### src/rtl/fpu_reg_stack.sv
// x87-style register stack: circular register file addressed relative to top, with tag word and fault flags.
// Define FPU_STACK_TAGCLASS_EN to classify written values (zero/special/valid) into the tag word.
module fpu_reg_stack #(
    parameter int unsigned WIDTH = 80,
    parameter int unsigned DEPTH = 8,
    parameter int unsigned IDXW  = $clog2(DEPTH),
    parameter logic [79:0] INDEF = 80'hFFFF_C000000000000000
) (
    input  logic               clk,
    input  logic               reset,
    input  logic               cmd_valid,
    output logic               cmd_ready,
    input  logic [2:0]         cmd_op,
    input  logic [IDXW-1:0]    cmd_idx,
    input  logic [WIDTH-1:0]   cmd_data,
    output logic               resp_valid,
    output logic [WIDTH-1:0]   resp_data,
    output logic               resp_fault,
    output logic [IDXW-1:0]    top,
    output logic [2*DEPTH-1:0] tag_word,
    output logic               c1,
    output logic               sf
);

    typedef enum logic [1:0] {IDLE, EXEC, XCHG2, RESP} state_t;
    typedef enum logic [2:0] {
        OP_NOP, OP_PUSH, OP_POP, OP_READ, OP_WRITE, OP_XCHG, OP_FREE, OP_RSVD
    } op_t;

    localparam logic [1:0]       TAG_VALID = 2'b00;
    localparam logic [1:0]       TAG_EMPTY = 2'b11;
    localparam logic [WIDTH-1:0] INDEF_W   = WIDTH'(INDEF);

    state_t           state;
    op_t              op_q;
    logic [IDXW-1:0]  idx_q;
    logic [WIDTH-1:0] data_q;
    logic [WIDTH-1:0] tmp_q;
    logic             xchg_do_q;

    logic [WIDTH-1:0] regs [DEPTH];

    logic [IDXW-1:0]  slot0, sloti, slotp;
    logic             empty0, emptyi, emptyp;
    logic [WIDTH-1:0] rd0, rdi;

    logic             we;
    logic [IDXW-1:0]  waddr;
    logic [WIDTH-1:0] wdata;
    logic [1:0]       wtag;
    logic             fault;
    logic             xchg_do;

    assign slot0  = top;
    assign sloti  = top + idx_q;
    assign slotp  = top - IDXW'(1);
    assign empty0 = (tag_word[{slot0, 1'b0} +: 2] == TAG_EMPTY);
    assign emptyi = (tag_word[{sloti, 1'b0} +: 2] == TAG_EMPTY);
    assign emptyp = (tag_word[{slotp, 1'b0} +: 2] == TAG_EMPTY);
    assign rd0    = regs[slot0];
    assign rdi    = regs[sloti];

`ifdef FPU_STACK_TAGCLASS_EN
    // 80-bit layout sits in the top bits: sign, 15-bit exponent, 64-bit mantissa.
    function automatic logic [1:0] tag_class(input logic [WIDTH-1:0] v);
        logic [14:0] e;
        logic [63:0] m;
        e = v[WIDTH-2 -: 15];
        m = v[WIDTH-17 -: 64];
        if (e == '0 && m == '0)
            return 2'b01;
        else if (e == '1 || e == '0)
            return 2'b10;
        else
            return TAG_VALID;
    endfunction

    assign wtag = tag_class(wdata);
`else
    assign wtag = TAG_VALID;
`endif

    // Single write port: EXEC performs the primary write, XCHG2 the second half of an exchange.
    always_comb begin
        we      = 1'b0;
        waddr   = slot0;
        wdata   = data_q;
        fault   = 1'b0;
        xchg_do = !empty0 && !emptyi;
        if (state == EXEC) begin
            case (op_q)
                OP_PUSH: begin
                    fault = !emptyp;
                    we    = emptyp;
                    waddr = slotp;
                end
                OP_POP:  fault = empty0;
                OP_READ: fault = emptyi;
                OP_WRITE: begin
                    we    = 1'b1;
                    waddr = sloti;
                end
                OP_XCHG: begin
                    fault = (idx_q != '0) && !xchg_do;
                    we    = xchg_do;
                    wdata = rdi;
                end
                default: ;
            endcase
        end else if (state == XCHG2) begin
            we    = xchg_do_q;
            waddr = sloti;
            wdata = tmp_q;
        end
    end

    always_ff @(posedge clk) begin
        if (we)
            regs[waddr] <= wdata;
    end

    always_ff @(posedge clk or negedge reset) begin
        if (!reset) begin
            state      <= IDLE;
            op_q       <= OP_NOP;
            idx_q      <= '0;
            data_q     <= '0;
            tmp_q      <= '0;
            xchg_do_q  <= 1'b0;
            top        <= '0;
            tag_word   <= '1;
            sf         <= 1'b0;
            c1         <= 1'b0;
            cmd_ready  <= 1'b1;
            resp_valid <= 1'b0;
            resp_fault <= 1'b0;
            resp_data  <= '0;
        end else begin
            resp_valid <= 1'b0;
            if (we)
                tag_word[{waddr, 1'b0} +: 2] <= wtag;
            case (state)
                IDLE: begin
                    if (cmd_valid) begin
                        op_q      <= op_t'(cmd_op);
                        idx_q     <= cmd_idx;
                        data_q    <= cmd_data;
                        cmd_ready <= 1'b0;
                        state     <= EXEC;
                    end
                end
                EXEC: begin
                    case (op_q)
                        OP_PUSH: begin
                            if (!fault)
                                top <= slotp;
                        end
                        OP_POP: begin
                            if (fault) begin
                                resp_data <= INDEF_W;
                            end else begin
                                resp_data <= rd0;
                                tag_word[{slot0, 1'b0} +: 2] <= TAG_EMPTY;
                                top <= slot0 + IDXW'(1);
                            end
                        end
                        OP_READ: resp_data <= fault ? INDEF_W : rdi;
                        OP_FREE: tag_word[{sloti, 1'b0} +: 2] <= TAG_EMPTY;
                        default: ;
                    endcase
                    if (fault) begin
                        sf <= 1'b1;
                        c1 <= (op_q == OP_PUSH);
                    end
                    resp_fault <= fault;
                    if (op_q == OP_XCHG && !fault) begin
                        tmp_q     <= rd0;
                        xchg_do_q <= xchg_do;
                        state     <= XCHG2;
                    end else begin
                        resp_valid <= 1'b1;
                        state      <= RESP;
                    end
                end
                XCHG2: begin
                    resp_valid <= 1'b1;
                    state      <= RESP;
                end
                RESP: begin
                    cmd_ready <= 1'b1;
                    state     <= IDLE;
                end
                default: state <= IDLE;
            endcase
        end
    end

endmodule

### config.mk
export PLATFORM = sky130hd
export DESIGN_NAME = fpu_reg_stack
export DESIGN_NICKNAME = d
export VERILOG_FILES = /design/src/rtl/fpu_reg_stack.sv
export SDC_FILE = /design/constraint.sdc
export NUM_CORES = 1
export LEC_CHECK = 0
export CORE_ASPECT_RATIO = 0.6
export CORE_UTILIZATION = 30
export DETAILED_ROUTE_END_ITERATION = 12
export PLACE_DENSITY = 0.56
export SETUP_SLACK_MARGIN = 0.2
export SLEW_MARGIN = 15
export SYNTH_ARGS = -nofsm -noshare
export SYNTH_HDL_FRONTEND = slang
export SYNTH_SLANG_ARGS = --single-unit
### constraint.sdc
create_clock -name clk -period 6.4 [get_ports clk]
set_input_delay 1.28 -clock clk [delete_from_list [all_inputs] [get_ports clk]]
set_output_delay 1.28 -clock clk [all_outputs]
set_load 0.02 [all_outputs]
==> impl_metrics.py <==
metrics = {
    "layout": {
        "finalCoreUtilization": 0.3569,
        "design.final.nets": 3193,
        "areaGrowthSynthToFinish_pct": 16.99,
        "drive_above_1_share": 0.2012,
        "ff_latch_area_sq_mm": 0.02608,
        "num-fill-cells": 13210,
        "final_cell_area_sq_mm": 0.05013,
        "multiInputGateArea_sq_mm": 0.01595,
    },
    "worst_setup_path": {
        "critical_path.max_fanout": 50,
        "cp-start-kind": "register",
        "critPathKind": "register to register",
        "crit_slowest_cell": "nand3_4",
        "worstPathBufferInverterCount": 1,
        "path_delay_family": "compound AO/OA/AOI/OAI gates",
        "timing.critical_path.cells": "inv_1, fa_1, xnor2_2, xnor2_4, mux4_2, a221oi_4, nand3_4, o21ai_0",
        "worstPathArrival_ns": 5.24,
        "critPathRequiredTime_ns": 6.91,
        "critical-path-max-stage-delay_ns": 0.81,
        "critPathCaptureType": "register",
    },
    "yosys": {
        "synth_top_cell_area_share": 0.4485,
        "synthesis.area_per_instance_sq_um": 14.41,
        "ys.flop_type": "edfxtp_1",
        "synthesis_stage_register_bit_count": 913,
        "synth_area_leader_cell": "edfxtp_1",
        "syn_nets": 3083,
        "synth.distinct_cells": 70,
        "asyncSetResetFlopFracSynth": 0.2990,
        "yosysMostFrequentCell": "edfxtp_1",
        "yosys-top-cells-area": "edfxtp_1, mux4_2, dfrtp_1",
        "synth.cells.most_frequent": "edfxtp_1, nand2_1, mux4_2, dfrtp_1, o21ai_0",
        "synth_warnings": 0,
        "mapped_cells": 2974,
        "synth-edff-count": 640,
        "synthesis.area_sq_mm": 0.04285,
        "synth_seq_area_share": 0.6085,
    },
    "routing": {
        "dr.pass1.iters": 9,
        "routed_wirelength_um": 122700,
        "avgRoutedWirePerCell_um": 24.28,
        "routed_via_density": 5.289,
        "detail-route-antenna-nets": 0,
        "first_iter_violations": 2761,
        "drc_errors": 0,
        "vias_post_dr": 26720,
    },
    "floorplanning": {
        "placement_rows": 106,
        "io-pin-count": 193,
        "initial_core_util": 0.3051,
        "die-width_um": 489.9,
        "fp.coreArea_sq_mm": 0.1405,
        "dieArea_sq_mm": 0.1444,
        "die_h_um": 294.7,
    },
    "place": {
        "gp_congestion": 0.8367,
        "post-dp-hpwl_um": 72320,
        "dpl_cell_area_sq_mm": 0.04697,
        "place.port_buffers": 192,
    },
    "cts": {
        "cts_hold_buf": 0,
        "cts_inserted_buffers": 92,
        "clock_sinks": 913,
        "h-tree-depth": 3,
        "cts-resized-gates": 0,
        "cts_root_buffer": "clkbuf_16",
        "tritoncts": "yes",
        "cts_setup_buffers": 0,
        "clock_pin_slew_worst_setup_and_hold_paths_ns": 0.07,
        "skew_pair_late_insertion_delay_ns": 0.69,
        "cts.path.max_buffers": 3,
    },
    "job": {
        "max_cap_violation_count": 0,
    },
    "pwr": {
        "power_density_mw_per_mm2": 626.4,
        "p_leak_uw": 0.01750,
        "vdd_drop_max_v": 0.001227,
    },
    "outcome": {
        "run_status": "complete, no violations",
    },
    "grt": {
        "grt_pass1_vias": 26480,
        "grt_start_max_net_pins": 165,
        "grt_pass1_wl_um": 183100,
        "grt.overflow.total": 0,
        "grt.total_usage": 0.1702,
        "antenna_found_initial": 5,
    },
    "timing": {
        "achievable-frequency_ghz": 0.2117,
        "slew-limit-headroom": 0.2236,
        "final_total_negative_setup_slack_ns": 0,
        "setup_viol_count_final": 0,
        "period_share": 0.7382,
        "tightestPinTransition_ns": 1.165,
        "finalCriticalPeriod_ns": 4.724,
        "maxSlewViolCount": 0,
        "hold_viol": 0,
        "hold_ws_ns": 0.4770,
        "rsz0062_at_grt": "false",
        "finalClockSkew_ns": 0.02888,
    },
    "min_path": {
        "holdCritPathClass": "register to register",
    },
}
[routing by layer]
metal  global-route usage  share of wire
met2               0.2473           0.43
met1               0.2521           0.46
met4              0.03609          0.018
met3              0.04549          0.083
met5                    0        0.00042
[worst paths after layout]
path | startpoint | to | slack, ns | cells past startpoint
setup / recovery | top[1]$_DFFE_PN0P_ | resp_data[41]$_DFFE_PN0P_ | 1.68 | 8
hold / removal | sf$_DFFE_PN0P_ | sf$_DFFE_PN0P_ | 0.48 | 1
setup reg to reg | top[1]$_DFFE_PN0P_ | resp_data[41]$_DFFE_PN0P_ | 1.68 | 8
hold reg to reg | sf$_DFFE_PN0P_ | sf$_DFFE_PN0P_ | 0.48 | 1
max in group asynchronous | reset | resp_data[42]$_DFFE_PN0P_ | 4.60 | 2
min in group asynchronous | reset | data_q[10]$_DFFE_PN0P_ | 0.56 | 1
[through the flow]
stage	power, uW	instances	worst slack [ns]
final	31400	5052	1.676
after global placement	25810	4880	1.792
after detailed placement	25920	4880	1.788
after global routing	33340	5051	1.428
after CTS	31650	5051	1.749
after floorplan	20770	2974	-0.2135
[kinds of logic (layout without fill, tap and decap cells)]
kind of cell               count (synthesis)  in the layout  synth area share
DFF                                      913            913            0.6085
and+or+nand+nor                          756            756           0.07902
AOI/OAI and AO/OA                        523            523           0.07540
muxes                                    514            514            0.2063
buffers and inverters                    242            429           0.02289
adders and majority gates                 20             20          0.006016
xor gates and xnor gates                   6              6          0.001840
other                                      0              1                 0
[sequential cells by signal (all words and copies together), names as in the netlist, 3 cells and up]
name	count
regs	640
resp_data	80
tmp_q	80
top	3
idx_q	3
data_q	80
op_q	3
tag_word	16
[placed cells by master, fill, tap and decap left out, drive strengths merged, types with 3 or more instances in the layout]
| master | instances |
|---|---|
| a211oi | 81 |
| a21o | 31 |
| a21oi | 109 |
| a221o | 4 |
| a22o | 3 |
| a22oi | 50 |
| and2 | 3 |
| and4 | 3 |
| buf | 51 |
| bufinv | 13 |
| clkbuf | 119 |
| clkdlybuf4s50 | 191 |
| clkinv | 30 |
| clkinvlp | 5 |
| dfrtp | 256 |
| dfstp | 17 |
| edfxtp | 640 |
| ha | 19 |
| inv | 20 |
| mux2 | 104 |
| mux2i | 125 |
| mux4 | 285 |
| nand2 | 394 |
| nand2b | 5 |
| nand3 | 99 |
| nand3b | 3 |
| nand4 | 23 |
| nand4b | 4 |
| nor2 | 111 |
| nor2b | 86 |
| nor3 | 8 |
| nor3b | 4 |
| o21ai | 200 |
| o22a | 19 |
| o22ai | 3 |
| or3 | 3 |
| xnor2 | 5 |
[cell type report]
cell class	count	area share
Tap cell	1890	0.04718
Antenna cell	1	0.00004992
Multi-Input combinational cell	1819	0.3182
Sequential cell	913	0.5203
Clock buffer	119	0.04997
Clock inverter	52	0.01288
Inverter	16	0.001298
Timing Repair Buffer	242	0.05017
[power by group]
part	total (uW)	internal [uW]	switching, uW
combinational	15500	6170	9350
clock	5680	3300	2380
sequential	10200	9140	1070
total	31400	18600	12800
(Power assumes the default switching activity.)
